<file path="src/rtl/hazard_pkg.sv">
// rtl/hazard_pkg.sv - shared types, constants and parameter checks for the hazard control unit
package hazard_pkg;

  typedef enum logic {
    IDLE     = 1'b0,
    MDU_WAIT = 1'b1
  } hz_state_t;

  // x0 is hardwired to zero, so a load targeting it never creates a dependency
  localparam int REG_ZERO = 0;

  // MUL/DIV must occupy EX for at least the issue cycle plus the release cycle
  function automatic bit mdu_latency_ok(input int lat);
    return lat >= 2;
  endfunction

endpackage

</file>
<file path="src/rtl/sat_counter.sv">
// rtl/sat_counter.sv - saturating up-counter with synchronous active-high reset
module sat_counter #(
  parameter int WIDTH = 16
) (
  input  logic             clk,
  input  logic             rst,
  input  logic             inc,
  output logic [WIDTH-1:0] q
);

  // count up on inc, stick at all-ones instead of wrapping
  always_ff @(posedge clk) begin
    if (rst) begin
      q <= '0;
    end else if (inc && (q != {WIDTH{1'b1}})) begin
      q <= q + 1'b1;
    end
  end

endmodule

</file>
<file path="src/rtl/hazard_control_unit.sv">
// rtl/hazard_control_unit.sv - pipeline stall/flush controller for load-use, MUL/DIV and taken branches
module hazard_control_unit
  import hazard_pkg::*;
#(
  parameter int DATA_WIDTH  = 5,
  parameter int MDU_LATENCY = 32,
  parameter int CNT_WIDTH   = 16
) (
  input  logic                  clk,
  input  logic                  rst,
  input  logic [DATA_WIDTH-1:0] D_Rs1,
  input  logic [DATA_WIDTH-1:0] D_Rs2,
  input  logic                  D_UsesRs1,
  input  logic                  D_UsesRs2,
  input  logic [DATA_WIDTH-1:0] E_Rd,
  input  logic                  E_MemRead,
  input  logic                  E_MduStart,
  input  logic                  E_BranchTaken,
  output logic                  F_Stall,
  output logic                  D_Stall,
  output logic                  D_Flush,
  output logic                  E_Stall,
  output logic                  E_Flush,
  output logic                  M_Flush,
  output logic                  Busy,
  output logic [CNT_WIDTH-1:0]  StallCycles
);

  localparam int CW = (MDU_LATENCY > 2) ? $clog2(MDU_LATENCY) : 1;
  localparam logic [CW-1:0] CNT_LOAD = CW'(MDU_LATENCY - 2);

  if (!mdu_latency_ok(MDU_LATENCY)) begin : g_bad_latency
    $error("hazard_control_unit: MDU_LATENCY must be at least 2");
  end

  hz_state_t     state, state_next;
  logic [CW-1:0] cnt, cnt_next;
  logic          load_use;

  // a load in EX whose destination is read by the ID instruction cannot be bypassed in time
  always_comb begin
    load_use = E_MemRead && (E_Rd != DATA_WIDTH'(REG_ZERO)) &&
               ((D_UsesRs1 && (D_Rs1 == E_Rd)) || (D_UsesRs2 && (D_Rs2 == E_Rd)));
  end

  // state and wait-counter registers
  always_ff @(posedge clk) begin
    if (rst) begin
      state <= IDLE;
      cnt   <= '0;
    end else begin
      state <= state_next;
      cnt   <= cnt_next;
    end
  end

  // next-state and control outputs; everything is quiet while reset is held
  always_comb begin
    state_next = state;
    cnt_next   = cnt;
    F_Stall    = 1'b0;
    D_Stall    = 1'b0;
    D_Flush    = 1'b0;
    E_Stall    = 1'b0;
    E_Flush    = 1'b0;
    M_Flush    = 1'b0;
    if (!rst) begin
      unique case (state)
        IDLE: begin
          if (E_BranchTaken) begin
            // redirect wins: the wrong-path instructions in IF/ID and ID/EX are squashed
            D_Flush = 1'b1;
            E_Flush = 1'b1;
          end else if (E_MduStart) begin
            F_Stall    = 1'b1;
            D_Stall    = 1'b1;
            E_Stall    = 1'b1;
            M_Flush    = 1'b1;
            cnt_next   = CNT_LOAD;
            state_next = MDU_WAIT;
          end else if (load_use) begin
            F_Stall = 1'b1;
            D_Stall = 1'b1;
            E_Flush = 1'b1;
          end
        end
        MDU_WAIT: begin
          // E_MduStart is still high from the same held instruction, so it is not looked at
          if (cnt != '0) begin
            F_Stall  = 1'b1;
            D_Stall  = 1'b1;
            E_Stall  = 1'b1;
            M_Flush  = 1'b1;
            cnt_next = cnt - 1'b1;
          end else begin
            state_next = IDLE;
          end
        end
        default: state_next = IDLE;
      endcase
    end
  end

  assign Busy = (state == MDU_WAIT);

  sat_counter #(
    .WIDTH(CNT_WIDTH)
  ) u_stall_cnt (
    .clk(clk),
    .rst(rst),
    .inc(F_Stall),
    .q  (StallCycles)
  );

endmodule

</file>
<file path="config.mk">
export PLATFORM = sky130hd
export DESIGN_NAME = hazard_control_unit
export DESIGN_NICKNAME = d
export VERILOG_FILES = /design/src/rtl/hazard_pkg.sv /design/src/rtl/sat_counter.sv /design/src/rtl/hazard_control_unit.sv
export SDC_FILE = /design/constraint.sdc
export NUM_CORES = 1
export LEC_CHECK = 0
export ABC_AREA = 1
export CAP_MARGIN = 20
export CORE_ASPECT_RATIO = 1.75
export CORE_MARGIN = 2
export CORE_UTILIZATION = 40
export CTS_BUF_LIST = sky130_fd_sc_hd__clkbuf_16
export DETAILED_ROUTE_END_ITERATION = 8
export GPL_ROUTABILITY_DRIVEN = 0
export PLACE_DENSITY = 0.71
export SETUP_SLACK_MARGIN = 0.1
export SLEW_MARGIN = 15
export SYNTH_ARGS = -nofsm -noshare
export SYNTH_HDL_FRONTEND = slang
export SYNTH_SLANG_ARGS = --single-unit
</file>
<file path="constraint.sdc">
create_clock -name clk -period 1.9 [get_ports clk]
set_input_delay 0.285 -clock clk [delete_from_list [all_inputs] [get_ports clk]]
set_output_delay 0.285 -clock clk [all_outputs]
set_load 0.02 [all_outputs]
</file>
# == After elaboration in Yosys (flattened, before gate mapping) ==
# Cells that the tools add are included.
# W data, S select, Z words.
# word_totals
regBits,22
latchBits,0
ram_bits,0
romBits,0
in_bits,22
word_cells,42
mem_count,0
# classes
add_sub_neg,2
n_mul,0
div,0
order_cmp,0
eq_ne,6
shifts,0
muxes,21
bitwise_logic,1
reduce_logical,9
# op_table
cell,count
$add A16 B1 Y16 const B,1
$ne A16 B16 Y1 const B,1
$mux W1,15
$mux W5,3
$eq A5 B5 Y1,2
$pmux W5 S2,1
$reduce_bool A5 Y1,2
$logic_and A1 B1 Y1,5
$sub A5 B1 Y5 const B,1
$ne A2 B2 Y1 const B,2
$pmux W1 S2,2
$reduce_and A3 Y1,1
$ne A2 B1 Y1 const B,1
$logic_or A1 B1 Y1,1
$not A1 Y1,1

# == Depth between registers and ports, before layout ==
# depth
ltp_word,10
depth_mapped,12
mapped_depth_nobuf,12

# == Cells and area by module ==
# From an unflattened synthesis, not the netlist that was laid out.
# hier_totals
hier_cells,266
hier_area_um2,1555.2
# by_module_without_submodules
mod,instances,cells_each,area_each_um2,seq_area_each_um2
sat_counter,1,149,929.6,320.3
hazard_control_unit,1,117,625.6,120.1

# == Worst setup path after synthesis ==
# No wires, ideal clock.
# synth_timing
kind,reg-to-output
start,register cnt[0]
end,output F_Stall
arrival_ps,2114
required_ps,1615
slack_ps,-499
stages_incl_launch_ff,9
cell_sequence,dfxtp_1 inv_1 ha_1 nand4_1 o21ai_1 nor2_2 buf_4 a21boi_0 buf_4
# synth_between
elab_chain_len,4
# synth_rtl
item,line,text
from (decl),hazard_control_unit.sv:37,"logic [CW-1:0] cnt, cnt_next;"
from (signal assigned),hazard_control_unit.sv:53,cnt <= cnt_next;
$reduce_bool A5 Y1,hazard_control_unit.sv:89,if (cnt != '0) begin
$mux W1,-,
$pmux W1 S2,-,
$mux W1,-,
to (decl),hazard_control_unit.sv:19,"output logic F_Stall,"
# Every way passes these cells.

# == Worst setup path after layout ==
# layout_timing
start,register cnt[0]
end,output E_Stall
# layout_between
elab_chain_len,4
# layout_rtl
item,line,text
$reduce_bool A5 Y1,hazard_control_unit.sv:89,
$mux W1,hazard_control_unit.sv:89,
$pmux W1 S2,hazard_control_unit.sv:68,unique case (state)
$mux W1,hazard_control_unit.sv:67,if (!rst) begin
to (decl),hazard_control_unit.sv:22,"output logic E_Stall,"
# Every way passes these cells.

==> metrics.txt <==
share of cells above drive strength 1 24.9%; CTS tree yes; FFs w/ async S/R, synth 0%; num ports 45; syn_area_per_cell 6.59 um^2; Critical Path End Type output pin; Critical Path Start Type flop; critical path class flop to output pin; Post-DP HPWL 3.35 mm; area share of the largest cell type after synthesis 26.9%; slowest cell delay on critical path 0.34 ns; Internal 0.906 mW; Die Y-Extent 88.6 um; max_cap viols 0; cell taking the most area after synthesis dfxtp_1; slew of the pin with the lowest slew margin 0.249 ns; port bufs 44; Yosys cell types 29; post-synthesis sequential area ratio 26.9%; Seq cells post-synth 22; Die Wd 52.3 um; crit path max fanout 3; first-pass GRT wire length 7.22 mm; Inserted Clock Buffers 3; Worst Clk Skew 0.00336 ns; setup_tns 0 ns; Ant. Diodes 0; Layout Nets 344; Worst-path clk slew 0.06 ns; initial antenna violation count 0; routed len/inst 12.5 um; critical path data arrival time 1.47 ns; Skew-Pair Late Insertion Delay 0.26 ns; Final WS setup 0.146 ns; Antenna Nets Post-Route 0; # H-tree levels 1; DRC 0; CP max-delay cell dfxtp_2; Clk network pwr share 35.9%; root buffer cell clkbuf_16; Fillers 389; Place WS -0.528 ns; Starting Density 41.9%; DR iter-0 viols 40; area of the core 3900 um^2; post-synthesis cell area 1640 um^2; Tmin final 1.75 ns; DR vias/cell 4.94; Initial DRT Pass Iterations 4; Area contributors post-synth dfxtp_1 (27%), nand2_1 (14%), inv_1 (7.8%); All-Layer GR Usage 20.4%; Max Root-Sink Buffers 2; Switching Power 0.356 mW; Syn Nets 273; RSZ-0062 raised after global routing yes; max-slew violations 0; Crit path top cell by count inv_2; Synth top cells by count nand2_1 (63), inv_1 (34), nor2_1 (27); min-delay worst type flop to flop; most instantiated library cell after synthesis nand2_1; routed wire length 4.56 mm; CP required 1.62 ns; largest net degree at the start of global routing 19; Worst Hold Slack 0.476 ns; maximum vdd drop 465 uV; Core Rows 30; Post-synth EDFFs 0; Cells after Synth 248; Finish-stage setup viols 0; Logic pwr share 24.8%; crit path cell chain inv_2 -> ha_4 -> nand4_1 -> o21ai_2 -> nor2_2 -> inv_2 -> nor2_4 -> buf_4; Flop pwr share 39.2%; Post-CTS Hold Buffers 0; Die Area 4640 um^2; Leakage 1.09 nW; grt ovf 0; YS warnings 0; Pwr Density 520 nW/um^2; Power, Total 1.26 mW; via count 1803; clock sink total 22; Fin. Hold Viols 0; Most used DFF post-synth dfxtp_1; vias in the first global route 1732; relative slew slack 83.3%; post-route clock period utilization 92.3%; maximum clock rate 570 MHz; Switching Fraction 28.2%; status completed; Area growth, synth to finish 48.5%
[cell usage in the layout (no fill, tap or decap), drive strengths merged]
master         count
xor2              10
dfxtp             22
ha                 3
nand2             74
or2                2
a311oi             1
o21ai              3
a21oi             16
o21bai             1
dlygate4sd2       15
dlymetal6s2s       1
clkdlybuf4s50     23
buf               34
a31oi              2
nand4             18
a211oi             1
a21boi             1
nand3             11
clkbuf             3
nor2              30
nor3               6
xnor2              4
inv               36
[final timing paths]
kind | start | endpoint | slack (ns) | depth (start not counted)
max | cnt[0]$_SDFFE_PP0P_ | E_Stall | 0.15 | 8
min | cnt[4]$_SDFFE_PP0P_ | cnt[4]$_SDFFE_PP0P_ | 0.48 | 2
max reg2reg | cnt[0]$_SDFFE_PP0P_ | u_stall_cnt.q[0]$_SDFFE_PP0P_ | 0.20 | 10
min reg2reg | cnt[4]$_SDFFE_PP0P_ | cnt[4]$_SDFFE_PP0P_ | 0.48 | 2
[critical path, delay by kind of cell (launching register included)]
kind	cells	cell delay, ns
flops	1	0.34
fa+ha+maj	1	0.14
buf+inv	3	0.27
simple gates	3	0.36
compound gates	1	0.10
[cell families (layout without fill, tap and decap cells)]
group                    count (synthesis)  in the layout  share of synthesized area, %
flip-flops                              22             22                          26.9
AND/OR/NAND/NOR                        140            141                          40.9
adder cells (fa/ha/maj)                  3              3                          2.30
XOR/XNOR                                14             14                          7.50
AO/OA/AOI/OAI                           25             25                          10.3
buffers and inverters                   44            112                          12.0
[flip-flops by register name, indices dropped and copies added (netlist names)]
signal / count
cnt: 5
Busy: 1
u_stall_cnt.q: 16
[power by group through the flow]
stage / combinational [mW] / clock, mW / sequential [mW]
2_1_floorplan: 0.164 / 0 / 0.510
3_3_place_gp: 0.303 / 0 / 0.504
3_5_place_dp: 0.305 / 0 / 0.505
4_1_cts: 0.295 / 0.454 / 0.495
5_1_grt: 0.347 / 0.475 / 0.498
6_report: 0.314 / 0.454 / 0.495
[final cells by class]
type | count | area [um^2] | area share [%]
well taps | 48 | 60.1 | 2.47
flip-flops and latches | 22 | 444 | 18.3
multi-input cells | 183 | 1070 | 43.9
repair buffers | 73 | 648 | 26.7
clock buffers | 3 | 75.1 | 3.09
inverters | 36 | 135 | 5.56
[repair_timing]
item                       4_1_cts  5_1_grt
resized for setup               43       12
pin swaps                        8        7
gates cloned                     0        1
setup endpoints to repair       22       22
buffers inserted                 0        2
[per-stage QoR]
stage	util, %	area, um^2	instances
after floorplan	-	1670	248
after global placement	59.0	2300	359
after detailed placement	59.0	2300	359
after CTS	60.4	2360	362
after global routing	62.2	2430	365
final	62.2	2430	365
[metal layers]
layer	wire length, um	GRT usage (%)	vias up
met5	0	0	-
met4	110	6.53	0
met3	217	3.72	12
met2	2510	40.1	43
met1	1720	20.6	819
li1	-	-	929
Note: power is estimated with default switching activity, not from simulation.
==> RTL change 1, RTL diff (same settings) <==
Change the package constant `REG_ZERO` from 0 to 1.
--- a/src/rtl/hazard_pkg.sv
+++ b/src/rtl/hazard_pkg.sv
@@ -9,3 +9,3 @@
   // x0 is hardwired to zero, so a load targeting it never creates a dependency
-  localparam int REG_ZERO = 0;
+  localparam int REG_ZERO = 1;
 
Check against the original RTL: not equivalent (Yosys sat finds a counterexample within 4 cycles, from zero or initial values and one cycle with rst high).
==> RTL change 1 against the original RTL <==
Worst setup slack lost 0.041 ns; clock power grew 32%; sequential cell count is the same; total power grew 12%; area after synthesis is essentially flat; hold slack gained 0.024 ns; final area grew 0.98%; clock skew grew 0.0021 ns; routed wire length shrank 0.29%; non-clock buffer count grew 1.
==> RTL change 1: results <==
[cts]
cts-root-buf = "clkbuf_16"
cts_max_path_buffers = 2
clkSlewWorstSetupHoldPaths_ns = 0.06

[route]
routed_wl_um = 4550
firstDrtPassIters = 4
drt_iter0_drc = 60
drtAntennaViolNets = 0
num_vias = 1805

[place]
dp_hpwl_um = 3400
port-buffer-count = 44
pre_cts_slack_ns = -0.569

[critical_path]
arrival_ns = 1.51
r2r-start = "cnt[1]$_SDFFE_PP0P_"
r2r_slack_ns = 0.18
rr_worst_depth = 11
cp_slowest_cell = "dfxtp_2"
slowest_delay_ns = 0.33
r2r_end = "u_stall_cnt.q[1]$_SDFFE_PP0P_"
cp_max_fo = 3

[hold_path]
min-delay-start = "u_stall_cnt.q[12]$_SDFFE_PP0P_"
hold_depth = 2
worstHoldEndpoint = "u_stall_cnt.q[12]$_SDFFE_PP0P_"
hold_path.class = "register to register"

[synth]
synth_flop_cell = "dfxtp_1"
synth_fp_nets = 272
synthTopCellsByArea = "dfxtp_1 27%, nand2_1 14%, inv_1 7.6%"
synth_common_cells = "63 x nand2_1, 33 x inv_1, 27 x nor2_1"
ys_seq_area_share_pct = 27.0
synth_cell_type_count = 30
yosysWarnings = 0
synthArstFlopShare_pct = 0

[run_status]
outcome = "finished, final reports clean"

[layout]
diodes = 0
largest_reg_flops = 16
nets = 343
drive_gt1_share_pct = 25.6
top_register = "u_stall_cnt.q"

[global_route]
antenna_found_initial = 0
grt_pass1_wl_um = 7220
grt_max_degree = 19
grt_usage_pct = 20.2

[sta]
finClkSkew_ns = 0.00550
max_slew.worst_pin.slew_ns = 0.252
timing.hold.ws_ns = 0.500

[power]
leakagePower_uw = 0.00110
worst_ir_drop_vdd_v = 0.000571
-- RTL change 1: repair_timing --
action	in CTS	in global routing
setup endpoints to repair	22	22
setup buffers	0	5
resized for setup	45	11
pin swaps	10	10
-- RTL change 1: cells by family after synthesis --
logic type	synth area share [%]
simple gates	41.0
buf+inv	11.8
compound gates	10.5
flops	27.0
xor+xnor	7.50
fa+ha+maj	2.30
-- RTL change 1: how the worst max path moves through the flow --
stage	start	end	slack (ns)	cells past startpoint
6_report	cnt[1]$_SDFFE_PP0P_	M_Flush	0.11	8
4_1_cts	cnt[1]$_SDFFE_PP0P_	F_Stall	0.08	7
2_1_floorplan	cnt[0]$_SDFFE_PP0P_	F_Stall	0.11	8
5_1_grt	cnt[0]$_SDFFE_PP0P_	E_Stall	0.007	8
3_5_place_dp	E_Rd[3]	F_Stall	-0.57	10
3_3_place_gp	E_Rd[0]	F_Stall	-0.55	10
-- RTL change 1: cell type report --
class	count	area, um2
fill	391	1450
tap	48	60.1
sequential	22	443
multi-input combinational	182	1050
timing repair buffer	74	664
inverter	35	131
clock inverter	1	30.0
clock buffer	3	75.1
-- RTL change 1: per-layer routing --
layer / vias to the layer above / share of wire, % / global-route usage (%)
li1: 929 / - / -
met1: 819 / 36 / 18.9
met2: 51 / 57 / 42.0
met3: 6 / 4.9 / 2.20
met4: 0 / 1.8 / 6.99
met5: - / 0 / 0
-- RTL change 1: worst register-to-register path, stage by stage, from the launching register on --
cell and delay (ns):
dfxtp_2 0.33, inv_2 0.05, ha_4 0.14, nand4_1 0.13
o21ai_2 0.10, nor2_4 0.10, buf_4 0.11, buf_4 0.22
nand3_4 0.14, buf_4 0.17, nor2_1 0.08, nor2_1 0.05
-- RTL change 1: stage by stage --
step / cell area [um2] / instances / TNS, ns
after global routing: 2450 / 365 / 0
after global placement: 2290 / 356 / -6.58
after floorplan: 1670 / 247 / 0
after detailed placement: 2290 / 356 / -7.03
after CTS: 2370 / 360 / 0
final: 2450 / 365 / 0
-- RTL change 1: report_power, final --
part,total (uW),switching [uW],internal (uW)
Sequential,494,13.7,480
Clock,598,179,419
Combinational,324,166,157
==> RTL change 2, RTL diff (config.mk and constraints unchanged) <==
Without the edit above. Reset style: asynchronous (`rst`), changed in 2 clocked blocks. Comments in the files are not updated.
--- a/src/rtl/sat_counter.sv
+++ b/src/rtl/sat_counter.sv
@@ -11,3 +11,3 @@
   // count up on inc, stick at all-ones instead of wrapping
-  always_ff @(posedge clk) begin
+  always_ff @(posedge clk or posedge rst) begin
     if (rst) begin
--- a/src/rtl/hazard_control_unit.sv
+++ b/src/rtl/hazard_control_unit.sv
@@ -46,3 +46,3 @@
   // state and wait-counter registers
-  always_ff @(posedge clk) begin
+  always_ff @(posedge clk or posedge rst) begin
     if (rst) begin
Behaviour: differs if rst is asserted again (counterexample within 4 cycles, from zero or initial values and one cycle with rst high); with rst held inactive, the same outputs for 10 cycles.
==> RTL change 2 against the original RTL <==
Worst setup slack gained 0.058 ns; final area shrank 5.7%; area after synthesis shrank 0.38%; first-iteration DRC count shrank 18%; sequential cell count is the same; combinational power grew 96%; total power grew 36%; count of clock-buffer cells in the layout is the same; sequential power grew 32%; routed wire length shrank 4.8%; die area shrank 0.37%; fmax grew 3.4%.
==> RTL change 2: results <==
[critical_path]
cp_slowest_cell = "clkdlybuf4s50_1"
slowest_delay_ns = 0.45
cp_max_fo = 3
r2r_slack_ns = 0.23
cp_top_family = "buffers and inverters"

[global_route]
grt_usage_pct = 20.4
grt_pass1_vias = 1690
grt_util_met3_pct = 1.86
grt_use_met1_pct = 20.9
grt_max_degree = 24
grt_pass1_wl_um = 7130
grtUsageMet2_pct = 39.5

[route]
wire_per_inst_um = 12.4
firstDrtPassIters = 5
drt_iter0_drc = 33
detail_route.vias_per_cell = 5.08

[synth]
synth_flop_cell = "dfrtp_1"
yosysWarnings = 0
synthTopCellsByArea = "dfrtp_1 34%, nand2_1 19%, nand4_1 8.1%"
synth_cell_type_count = 26
synth_common_cells = "84 x nand2_1, 31 x inv_1, 22 x dfrtp_1"
ys_seq_area_share_pct = 33.8
synth_compound_area_share_pct = 2.61
synthArstFlopShare_pct = 100
synth_fp_nets = 266
synth_xor_area_share_pct = 5.91
synth_fa_ha_area_share_pct = 2.30

[place]
dp_hpwl_um = 3250
port-buffer-count = 44
dpl-instance-area_um2 = 2210

[sta]
slew_headroom_pct = 72.6
finClkSkew_ns = 0.00191

[cts]
cts-root-buf = "clkbuf_16"
numCtsBuffers = 3
clkSlewWorstSetupHoldPaths_ns = 0.06

[layout]
fill_cells = 381
nets = 327
drive_gt1_share_pct = 15.6
largest_reg_flops = 16

[power]
worst_ir_drop_vdd_v = 0.000450
leakagePower_uw = 0.00119

[hold_path]
hold_path.class = "register to register"

[run_status]
outcome = "finished, final reports clean"
RTL change 2: cell types whose count changed in the layout (fill, tap and decap cells not counted), sizes merged, moves of 6 or more:
cell / change
buf: -12
nor2: -8
dfrtp: +22
nand2: +14
nand3: +6
a21oi: -15
dfxtp: -22
RTL change 2: final timing paths:
kind                                         startpoint                            to  depth (start not counted)
max                                           D_UsesRs2                       D_Stall                          8
min                                  cnt[4]$_DFFE_PP0P_            cnt[4]$_DFFE_PP0P_                          2
max reg2reg                u_stall_cnt.q[0]$_DFFE_PP0P_  u_stall_cnt.q[9]$_DFFE_PP0P_                          9
min reg2reg                          cnt[4]$_DFFE_PP0P_            cnt[4]$_DFFE_PP0P_                          2
max in group asynchronous                           rst  u_stall_cnt.q[9]$_DFFE_PP0P_                          3
min in group asynchronous                           rst            cnt[1]$_DFFE_PP0P_                          3
RTL change 2: metal layers:
| layer | up-vias | wire length, um |
|---|---|---|
| li1 | 891 | - |
| met1 | 805 | 1630 |
| met2 | 61 | 2390 |
| met3 | 16 | 148 |
| met4 | 0 | 172 |
| met5 | - | 0 |
RTL change 2: power breakdown:
group	internal (uW)	switching [uW]
Sequential	554	96.6
Clock	281	175
Combinational	287	328
Total	1120	600
RTL change 2: per-stage QoR:
step,cells,worst slack (ns),hold slack [ns],util (%)
final,349,0.205,0.486,58.7
after global routing,349,0.0955,0.529,58.7
after CTS,348,0.100,0.490,58.2
after detailed placement,343,-0.490,0.476,56.7
after global placement,343,-0.472,0.478,56.7
after floorplan,241,0.159,0.167,-
RTL change 2: timing repair:
action	CTS	global route
resized for setup	39	6
gates cloned	0	1
endpoints found under the setup margin	6	21
buffers inserted	1	0
pin swaps	11	3
RTL change 2: final cells by class:
cell class	instances	area, um2	area share (%)
clock inverter	1	3.75	0.164
inverter	35	135	5.90
multi-input combinational	179	930	40.6
sequential	22	551	24.0
timing repair buffer	61	536	23.4
clock buffer	3	75.1	3.28
tap	48	60.1	2.62
RTL change 2: kinds of logic (layout without fill, tap and decap cells):
logic type	after synthesis	in the layout
AO/OA/AOI/OAI	8	8
adder cells (fa/ha/maj)	3	3
flip-flops	22	22
AND/OR/NAND/NOR	156	157
buffers and inverters	41	100
XOR/XNOR	11	11
RTL change 2: worst reg2reg max path: stages (launching register included):
cell,delay (ns)
dfrtp_1,0.42
ha_1,0.21
nand3_1,0.14
inv_1,0.13
nand2_2,0.09
inv_2,0.07
nand4_4,0.13
buf_4,0.22
nand4_1,0.10
nand2_1,0.06
